File: config.mk
export PLATFORM = sky130hd
export DESIGN_NAME = field_order_arbiter
export DESIGN_NICKNAME = d
export VERILOG_FILES = /design/src/rtl/serializer_pkg.sv /design/src/rtl/field_order_arbiter.sv
export SDC_FILE = /design/constraint.sdc
export NUM_CORES = 1
export LEC_CHECK = 0
export CAP_MARGIN = 0
export CORE_ASPECT_RATIO = 1.75
export CORE_MARGIN = 2
export CORE_UTILIZATION = 44
export DETAILED_ROUTE_END_ITERATION = 6
export GPL_ROUTABILITY_DRIVEN = 0
export PLACE_DENSITY = 0.74
export SKIP_CTS_REPAIR_TIMING = 1
export SKIP_LAST_GASP = 1
export SYNTH_ARGS = -nofsm -noshare
export SYNTH_HDL_FRONTEND = slang
export SYNTH_SLANG_ARGS = --single-unit
File: constraint.sdc
create_clock -name clock_clk -period 2.46 [get_ports clock_clk]
set_input_delay 0.246 -clock clock_clk [delete_from_list [all_inputs] [get_ports clock_clk]]
set_output_delay 0.246 -clock clock_clk [all_outputs]
set_load 0.05 [all_outputs]
File: src/rtl/serializer_pkg.sv
// Shared types for the serializer output path: field/byte widths, the
// arbiter state encoding and the stream grant select.
package serializer_pkg;

    localparam int SER_IDX_W  = 10;
    localparam int SER_DATA_W = 8;

    typedef enum logic [1:0] {
        ST_IDLE   = 2'd0,
        ST_VARINT = 2'd1,
        ST_RAW    = 2'd2
    } arb_state_t;

    typedef enum logic [1:0] {
        GNT_NONE   = 2'd0,
        GNT_VARINT = 2'd1,
        GNT_RAW    = 2'd2
    } grant_t;

endpackage

File: src/rtl/field_order_arbiter.sv
// Merges the varint and raw-data byte streams into the output FIFO in
// ascending field-index order, keeping each field's bytes contiguous.
module field_order_arbiter
    import serializer_pkg::*;
#(
    parameter int IDX_W  = SER_IDX_W,
    parameter int DATA_W = SER_DATA_W,
    parameter int CNT_W  = 16
) (
    input  logic              clock_clk,
    input  logic              reset_reset,
    input  logic              soft_clr,
    input  logic              vi_empty,
    input  logic [DATA_W-1:0] vi_data,
    input  logic [IDX_W-1:0]  vi_index,
    input  logic              vi_encoding,
    output logic              vi_pop,
    input  logic              rd_empty,
    input  logic [DATA_W-1:0] rd_data,
    input  logic [IDX_W-1:0]  rd_index,
    input  logic              rd_encoding,
    output logic              rd_pop,
    input  logic              out_full,
    output logic              out_push,
    output logic [DATA_W-1:0] out_data,
    output logic              busy,
    output logic [CNT_W-1:0]  byte_count,
    output logic [CNT_W-1:0]  field_count
);

    arb_state_t         r_state;
    logic [IDX_W-1:0]   r_lock_idx;
    logic [CNT_W-1:0]   r_byte_count;
    logic [CNT_W-1:0]   r_field_count;

    logic   w_vi_elig;
    logic   w_rd_elig;
    logic   w_done;
    logic   w_hold;
    grant_t w_grant;

    // A stream may start only when the other one cannot still deliver a lower index.
    assign w_vi_elig = !vi_empty &&
                       ((rd_empty && !rd_encoding) || (!rd_empty && (vi_index <= rd_index)));
    assign w_rd_elig = !rd_empty &&
                       ((vi_empty && !vi_encoding) || (!vi_empty && (rd_index < vi_index)));

    // NOTE: every signal written here gets a default first, so no latch is inferred.
    always_comb begin
        w_grant = GNT_NONE;
        w_done  = 1'b0;
        case (r_state)
            ST_IDLE: begin
                if (w_vi_elig)
                    w_grant = GNT_VARINT;
                else if (w_rd_elig)
                    w_grant = GNT_RAW;
            end
            ST_VARINT: begin
                w_grant = GNT_VARINT;
                w_done  = vi_empty ? !vi_encoding : (vi_index != r_lock_idx);
            end
            ST_RAW: begin
                w_grant = GNT_RAW;
                w_done  = rd_empty ? !rd_encoding : (rd_index != r_lock_idx);
            end
            default: begin
                w_grant = GNT_NONE;
                w_done  = 1'b0;
            end
        endcase
    end

    assign w_hold   = out_full | soft_clr | reset_reset;
    assign vi_pop   = !w_hold && (w_grant == GNT_VARINT) && !vi_empty && !w_done;
    assign rd_pop   = !w_hold && (w_grant == GNT_RAW) && !rd_empty && !w_done;
    assign out_push = vi_pop | rd_pop;
    assign out_data = (w_grant == GNT_VARINT) ? vi_data : rd_data;

    // NOTE: sequential state uses non-blocking assignments so every register
    // samples pre-edge values regardless of evaluation order.
    always_ff @(posedge clock_clk or posedge reset_reset) begin
        if (reset_reset) begin
            r_state       <= ST_IDLE;
            r_lock_idx    <= '0;
            r_byte_count  <= '0;
            r_field_count <= '0;
        end else if (soft_clr) begin
            r_state       <= ST_IDLE;
            r_lock_idx    <= '0;
            r_byte_count  <= '0;
            r_field_count <= '0;
        end else begin
            if (out_push)
                r_byte_count <= r_byte_count + CNT_W'(1);
            if (!out_full) begin
                case (r_state)
                    ST_IDLE: begin
                        if (w_grant == GNT_VARINT) begin
                            r_state    <= ST_VARINT;
                            r_lock_idx <= vi_index;
                        end else if (w_grant == GNT_RAW) begin
                            r_state    <= ST_RAW;
                            r_lock_idx <= rd_index;
                        end
                    end
                    ST_VARINT, ST_RAW: begin
                        if (w_done) begin
                            r_state       <= ST_IDLE;
                            r_field_count <= r_field_count + CNT_W'(1);
                        end
                    end
                    default: r_state <= ST_IDLE;
                endcase
            end
        end
    end

    assign busy        = (r_state != ST_IDLE) | !vi_empty | !rd_empty | vi_encoding | rd_encoding;
    assign byte_count  = r_byte_count;
    assign field_count = r_field_count;

endmodule

# Yosys cells after proc, flatten, opt, wreduce, memory -nomap -nowiden
# Index checks and enable logic that the tools add are counted.
# classes
n_addsub,2
magnitude_cmp,2
n_eq_ne,9
mux,24
bitwise_logic,7
n_reduce_logical,31
# op_table
operator,count
$mux 16,6
$mux 10,5
$add 16x1->16 const B,2
$ne 10x10->1,2
$mux 2,7
$logic_and 1x1->1,12
$le 10x10->1,1
$lt 10x10->1,1
$reduce_bool 2->1,5
$reduce_and 3->1,3
$mux 8,1
$or 1x1->1,7
$logic_not 1->1,6
$pmux 2 s3,1
$eq 2x1->1 const B,2
$eq 2x2->1 const B,2
$ne 4x4->1 const B,1
$pmux 2 s2,1
$ne 3x3->1 const B,1
$reduce_bool 3->1,1
$logic_not 2->1,1
$logic_or 1x1->1,2
$mux 1,2
$ne 2x2->1 const B,1
other kinds (2),2
# totals
ff_bits,44
in_bits,44
out_inout_bits,44
wordCells,79

# Logic depth before layout (Yosys ltp)
# Gate-level depths: netlist (run 1).
# logic_depth
depth_word,14
ltp_mapped,10

# Least setup slack after synthesis (run 1)
# No wires, ideal clock.
# synth_timing
kind,reg2out
from,register r_state[0]
to,output vi_pop
t_arrival_ps,2445
required_ps,2214
path_slack_ps,-231
path_stages_with_launch,10
path_cell_list,dfrtp_1 > inv_1 > ha_1 > inv_1 > nor3b_2 > and2_4 > a311oi_4 > or3_1 > buf_2 > nor2_1
# synth_between
elab_chain_cells,6
# synth_rtl
element,line_no,source
from (decl),field_order_arbiter.sv:31,arb_state_t r_state;
from (signal assigned),field_order_arbiter.sv:84,r_state <= ST_IDLE;
from (signal assigned),field_order_arbiter.sv:89,r_state <= ST_IDLE;
from (signal assigned),field_order_arbiter.sv:100,r_state <= ST_VARINT;
$eq 2x2->1 (tied with other cells),field_order_arbiter.sv:52,case (r_state)
$pmux 2 s3,field_order_arbiter.sv:52,
$eq 2x1->1,field_order_arbiter.sv:75,assign vi_pop = !w_hold && (w_grant == GNT_VARINT) && !vi_empty && !w_done;
$logic_and 1x1->1 (2 in series),field_order_arbiter.sv:75,
$logic_and 1x1->1 (*),field_order_arbiter.sv:75,
to (decl),field_order_arbiter.sv:17,"output logic vi_pop,"
# Mark *: on every way between the ends. The rest lies on a longest branch, timed or not.

# Worst setup path after layout (run 1)
# layout_timing
from,input vi_index[3]
to,register r_byte_count[5] (netlist: byte_count[5])
# layout_between
elab_chain_cells,13
# layout_rtl
element,line_no,source
from (decl),field_order_arbiter.sv:15,"input logic [IDX_W-1:0] vi_index,"
$lt 10x10->1,field_order_arbiter.sv:46,((vi_empty && !vi_encoding) || (!vi_empty && (rd_index < vi_index)));
$logic_and 1x1->1,field_order_arbiter.sv:46,
$logic_or 1x1->1,field_order_arbiter.sv:46,
$logic_and 1x1->1,field_order_arbiter.sv:45,assign w_rd_elig = !rd_empty &&
$mux 2,field_order_arbiter.sv:56,else if (w_rd_elig)
$mux 2,field_order_arbiter.sv:54,if (w_vi_elig)
$pmux 2 s3,field_order_arbiter.sv:52,
$eq 2x1->1 / $eq 2x2->1 (equally long branches),"field_order_arbiter.sv:75, field_order_arbiter.sv:76",
$logic_and 1x1->1 (on tied branches) (3 in series),"field_order_arbiter.sv:75, field_order_arbiter.sv:76",
$or 1x1->1 (*),field_order_arbiter.sv:77,assign out_push = vi_pop | rd_pop;
$reduce_bool 2->1 (no source line) (*),n/a,
to (signal assigned),field_order_arbiter.sv:95,r_byte_count <= r_byte_count + CNT_W'(1);
to (decl),field_order_arbiter.sv:33,logic [CNT_W-1:0] r_byte_count;
# Marks and branches as above.
# A chain may end at the register's enable or synchronous reset.

==> results by group, run 1 <==
Die
  • Die footprint: 0.00794 sq mm
  • Placeable core area: 0.00708 sq mm
  • Initial Util: about 45%
  • Cell Rows: between 40 and 50
  • Die height: between 100 and 150 um
  • # IOs: between 80 and 90
  • Die width: around 68 um

Synthesis
  • Top post-synthesis cells by area: dfrtp_1 (35%), xor2_1 (8.5%), mux2_2 (6.4%)
  • Leading area contributor after synthesis: dfrtp_1
  • Synth unique cells: just under 50
  • Syn Std Cell Area: approximately 0.0032 sq mm
  • #FFs+latches synth: 44
  • Synth Net Count: 401
  • EDFF count, synth: 0
  • Synth warnings: 0
  • Share of the synthesized area in the top cell type: roughly 35%
  • Post-Syn Instances: 342
  • Sequential area share after synthesis: 34.7%
  • Syn Area/Cell: just over 9 sq um
  • Synth Flop Type: dfrtp_1
  • Fraction of registers with async set/reset: 100%

Global routing
  • Vias in the first global route: ~3.2k
  • GR Util All Layers: 25.4%
  • Maximum number of pins on one net before global-route repair: 50
  • First-pass GRT wire length: 15,000 um
  • Remaining global-route overflow: 0
  • Initial antenna violation count: 0

Cells and area
  • Diode count: 0
  • Post-layout instance area: between 0.005 and 0.006 sq mm
  • Storage element area: around 0.0011 sq mm
  • Commonest cells after routing, fill and taps aside: buf_4 (76), clkdlybuf4s50_1 (54), dfrtp_1 (44)
  • Most common cell after layout, fill and taps aside: buf_4
  • Synthesis-to-finish area growth: 64.0%
  • Layout Nets: about 560
  • Area occupied by multi-input gates: 0.00223 sq mm
  • Share of cells above drive strength 1: 35.7%
  • Fillers: around 510
  • Non-filler cells, final: around 590

Status
  • Outcome: finished, violations left
  • Failing checks: negative setup slack

Timing
  • Max Freq: about 380 MHz
  • Final setup viols: 15
  • Final hold violations: 0
  • Setup TNS: -1.21 ns
  • Final Max Tran Viols: 0
  • Slew HR: between 60 and 70%
  • Least-Margin Pin Slew: 0.535 ns
  • Unrepaired setup endpoints after global routing: yes
  • Final period utilization: 107%
  • Min Tclk post-route: 2.62 ns
  • Fin worst setup slack: -0.164 ns
  • Worst Skew: 0.00860 ns

Setup path
  • Crit path arrival time: around 2.8 ns
  • Critical Path RT: roughly 2.6 ns
  • R2R Setup Slk: -0.12 ns
  • Crit Path Category: primary input to flip-flop
  • CP endpoint kind: flip-flop
  • Worst setup SP type: primary input
  • Max FO, Critical Path: 5

Clocking
  • Worst skew pair latency: 0.30 ns
  • CTS clk-pin slew, worst paths: approximately 0.070 ns
  • # H-tree levels: 2
  • CTS tree: done
  • Clk root buf: clkbuf_16
  • CTS buffer count: 5
  • Num Clock Sinks: 44
  • Clock buffer depth: 2

Placed design
  • Cell Area, Placed: ~0.0046 sq mm
  • Place WS: -0.686 ns
  • Post-detail-place hpwl: between 7000 and 8000 um
  • Placed cell count: 561
  • Port-buffer cells: between 80 and 90

Power and ir drop
  • Leakage: around 0.0025 uW
  • Total power: ~2800 uW
  • Maximum vdd drop: about 0.46 mV
  • PwrDens: between 500 and 600 mW/mm^2

Route
  • DR DRC count: 0
  • Initial drt markers: between 200 and 250
  • Via count: roughly 3.5k
  • Vias per cell: between 5 and 6
  • Routed WL per cell: just under 20 um
  • Post-route antenna net violation count: 0
  • Routed wire length: approximately 11,000 um
  • 1st-pass router iterations: 5

Hold path
  • Min-delay worst type: primary input to asynchronous set/reset pin

Flow run
  • Max Cap Violations: 0
## cell families (layout without fill, tap and decap cells)
family	Yosys count	in the layout	share of synthesized area, %
AO/OA/AOI/OAI	71	71	16.7
XOR/XNOR	36	36	9.93
adder cells (fa/ha/maj)	15	15	5.91
buffers and inverters	33	191	4.02
flip-flops	44	44	34.7
multiplexers	24	24	8.31
AND/OR/NAND/NOR	119	120	20.5
## metrics by stage
step                      util (%)  hold slack (ns)
after floorplan                  -            0.453
after global placement        64.4            0.478
after detailed placement      64.4            0.504
after CTS                     66.8            0.331
after global routing          73.6            0.368
final                         73.6            0.328
## state kept, by name, summed over array words and instances, names as in the netlist
register	count
byte_count	16
field_count	16
r_lock_idx	10
r_state	2
## final timing paths
path,depth (start not counted),start,endpoint
worst max register to register,11,r_state[0],byte_count[5]
worst min-delay path,3,reset_reset,byte_count[12]
max in group asynchronous,3,reset_reset,byte_count[13]
worst min register to register,1,byte_count[11],byte_count[11]
min in group clock_clk,5,vi_index[2],r_lock_idx[2]
worst max-delay path,14,vi_index[3],byte_count[5]
## routing by layer
metal | GRT usage, % | wire (um) | up-vias
met4 | 17.3 | 726 | 0
met3 | 3.95 | 528 | 51
met2 | 46.5 | 6320 | 134
met1 | 25.1 | 3760 | 1704
met5 | 0 | 0 | -
li1 | - | - | 1572
## cells in the mapped netlist, types with 2 or more instances
master / instances
a211oi_1: 2
a21o_1: 2
a21oi_1: 29
a311oi_1: 10
a31o_2: 3
a41oi_1: 2
and3_1: 13
and4_1: 4
buf_2: 3
clkbuf_1: 11
dfrtp_1: 44
ha_1: 15
inv_1: 18
mux2_2: 18
mux2i_1: 5
nand2_1: 11
nand3_1: 11
nand4_1: 11
nor2_1: 33
nor2b_1: 10
nor3_1: 12
nor4_1: 4
o2111ai_1: 6
o211ai_1: 3
o21ai_0: 3
o21ai_2: 2
xnor2_1: 5
xor2_1: 31
## cell type report
| type | count | share of cell area [%] |
|---|---|---|
| Sequential cell | 44 | 21.1 |
| Multi-Input combinational cell | 266 | 42.8 |
| Timing Repair Buffer | 165 | 29.4 |
| Tap cell | 86 | 2.06 |
| Inverter | 18 | 1.34 |
| Clock inverter | 3 | 0.888 |
| Clock buffer | 5 | 2.40 |
## power breakdown
| group | internal, uW | total [uW] | switching, uW |
|---|---|---|---|
| Sequential | 769 | 824 | 54.9 |
| Combinational | 565 | 1220 | 652 |
| Clock | 483 | 793 | 310 |
## critical path, stage by stage
cell and delay (ns):
buf_6 0.10, inv_4 0.06, ha_4 0.19, a211o_1 0.28
a21oi_2 0.19, o21ai_4 0.10, buf_4 0.15, a311oi_4 0.28
buf_6 0.16, buf_4 0.12, nand3_4 0.07, buf_4 0.18
a2111oi_4 0.36, mux2_4 0.33
(Power assumes the default switching activity.)
==> run 2, diff against run 1 <==
--- a/config.mk
+++ b/config.mk
@@ -14,6 +14,7 @@
 export PLACE_DENSITY = 0.74
 export SKIP_CTS_REPAIR_TIMING = 1
 export SKIP_LAST_GASP = 1
+export SLEW_MARGIN = 20
 export SYNTH_ARGS = -nofsm -noshare
 export SYNTH_HDL_FRONTEND = slang
 export SYNTH_SLANG_ARGS = --single-unit
==> results of run 2 <==
The final DEF is identical to that of run 1; final timing and power are the same.
==> RTL edit: new RTL, config.mk and constraints of run 2 <==
Re-encode `arb_state_t` (3 states) as one-hot, 3 bits wide.
--- a/src/rtl/serializer_pkg.sv
+++ b/src/rtl/serializer_pkg.sv
@@ -5,10 +5,10 @@
     localparam int SER_IDX_W  = 10;
     localparam int SER_DATA_W = 8;
 
-    typedef enum logic [1:0] {
-        ST_IDLE   = 2'd0,
-        ST_VARINT = 2'd1,
-        ST_RAW    = 2'd2
+    typedef enum logic [2:0] {
+        ST_IDLE   = 3'b001,
+        ST_VARINT = 3'b010,
+        ST_RAW    = 3'b100
     } arb_state_t;
 
     typedef enum logic [1:0] {
Function: no difference found for any inputs over 4 cycles, from zero or initial values and one cycle with reset_reset high; so few cycles prove little.
==> RTL edit against run 2 <==
- the run still ends with setup timing left
- wire length down 17%
- clock power is 15% lower
- total power fell by 19%
- cell area is 7.3% lower
- largest cell class unchanged
- cell count down 3.7%
- sequential cell count increased by 1
- critical path type is now flop to primary output
- worst setup slack improved by 0.11 ns
- synthesized area shrank 4.6%
- non-clock buffer count fell by 15
- sequential power shrank 0.5%
==> RTL edit: results (changes against run 2) <==
- Most frequent cells after synthesis: 44 x dfrtp_1, 32 x nor2_1, 31 x a21oi_1
- R2R setup slack: -0.04 ns (+0.08 ns)
- Worst r2r src: r_lock_idx[8]
- Layout Skew: 0.00585 ns (-0.00275 ns)
- Post-synth cell types: 51 (+4.1%)
- Number of detailed-route iterations in the first pass: 4 (-1)
- Cells taking the most area after synthesis: dfrtp_1 36%, xnor2_1 6.9%, a21oi_1 5.1%, ha_1 5.0%, nor2_1 4.0%
- Detailed Place HPWL: 6790 µm (-9.4%)
- Final worst slack: -0.0505 ns (+0.114 ns)
- Final wirelength: 9390 µm (-17%)
- Seq/Total Area, Yosys: 0.372 (+0.0253)
- Wire length on met3: 358 µm (-32%)
- Met2 routed WL: 5030 µm (-20%)
- First-pass GRT wire length: 14200 µm (-5.5%)
- Final setup vio count: 12 (-3)
- Layout fillers: 518 (+2.4%)
- Layout cells sized above 1: 0.304 (-0.0538)
- Post-synth net total: 391 (-2.5%)
- CP Capture Point: vi_pop
- Failing checks: setup timing
- Worst reg-to-reg path cell count: 8 (-3)
- GRT Overall Usage: 0.241 (-0.0132)
- Worst hold path class: input pin to flop
- Leak: 2.04 nW (-17%)
- M1 wire length: 3550 µm (-5.5%)
- Critical path startpoint category: flop
- Outcome: complete, but fails checks
- Setup TNS: -0.271 ns (+0.938 ns)
- Slew margin rel.: 0.666 (+0.0233)
==> RTL edit: cell types whose count changed after synthesis, moves of 9 or more <==
| cell | delta |
|---|---|
| xnor2_1 | +19 |
| a311oi_1 | -10 |
| and3_1 | -9 |
| nor3_1 | -9 |
| o2bb2ai_1 | +10 |
| mux2_2 | -9 |
| xor2_1 | -22 |
| nand2_1 | +9 |
==> RTL edit: logic make-up after synthesis <==
family	synth area share
flops	0.372
simple gates	0.199
fa+ha+maj	0.0495
compound gates	0.199
xor+xnor	0.0953
buf+inv	0.0376
mux	0.0471
==> RTL edit: how the worst min path moves through the flow <==
stage	slack (ns)	cells past startpoint	end
2_1_floorplan	0.43	2	r_lock_idx[5]
3_3_place_gp	0.50	1	byte_count[14]
3_5_place_dp	0.50	1	byte_count[14]
4_1_cts	0.37	3	r_state[1]
5_1_grt	0.31	3	r_lock_idx[8]
6_report	0.28	3	r_lock_idx[8]
==> RTL edit: metrics by stage <==
stage | util | setup slack, ns | hold slack, ns | instance area [µm²] | std cells
floorplan | - | 0.0398 | 0.425 | 3040 | 335
global placement | 0.654 | -0.550 | 0.502 | 4420 | 551
detailed placement | 0.654 | -0.589 | 0.503 | 4420 | 551
CTS | 0.676 | -0.550 | 0.372 | 4570 | 559
global route | 0.715 | -0.172 | 0.310 | 4830 | 565
finish | 0.715 | -0.0505 | 0.280 | 4830 | 565
==> RTL edit: layout make-up <==
cell class / instances / area, µm² / share of cell area
clock buffers: 5 / 125 / 0.0259
clock inverters: 3 / 21.3 / 0.00440
inverters: 17 / 72.6 / 0.0150
multi-input cells: 261 / 1970 / 0.407
flip-flops and latches: 45 / 1130 / 0.233
well taps: 84 / 105 / 0.0218
repair buffers: 150 / 1410 / 0.292
==> RTL edit: worst max-delay path, cell delays in order (launching register included) <==
cell and delay, ns:
dfrtp_1 0.40, xor2_1 0.15, or4_4 0.52, o311ai_4 0.24, and3_4 0.22, buf_4 0.11, and2_1 0.18, buf_12 0.15
==> RTL edit: power breakdown <==
group	total, mW	leakage (nW)	internal (mW)	switching [mW]
Clock	0.678	0.0702	0.378	0.299
Sequential	0.820	0.622	0.772	0.0474
Combinational	0.791	1.35	0.398	0.393
Total	2.29	2.04	1.55	0.740
==> RTL edit: metal layers <==
metal	vias to the layer above	track usage
met1	1544	0.262
met2	117	0.445
met5	-	0
met4	0	0.120
met3	31	0.0276
li1	1513	-
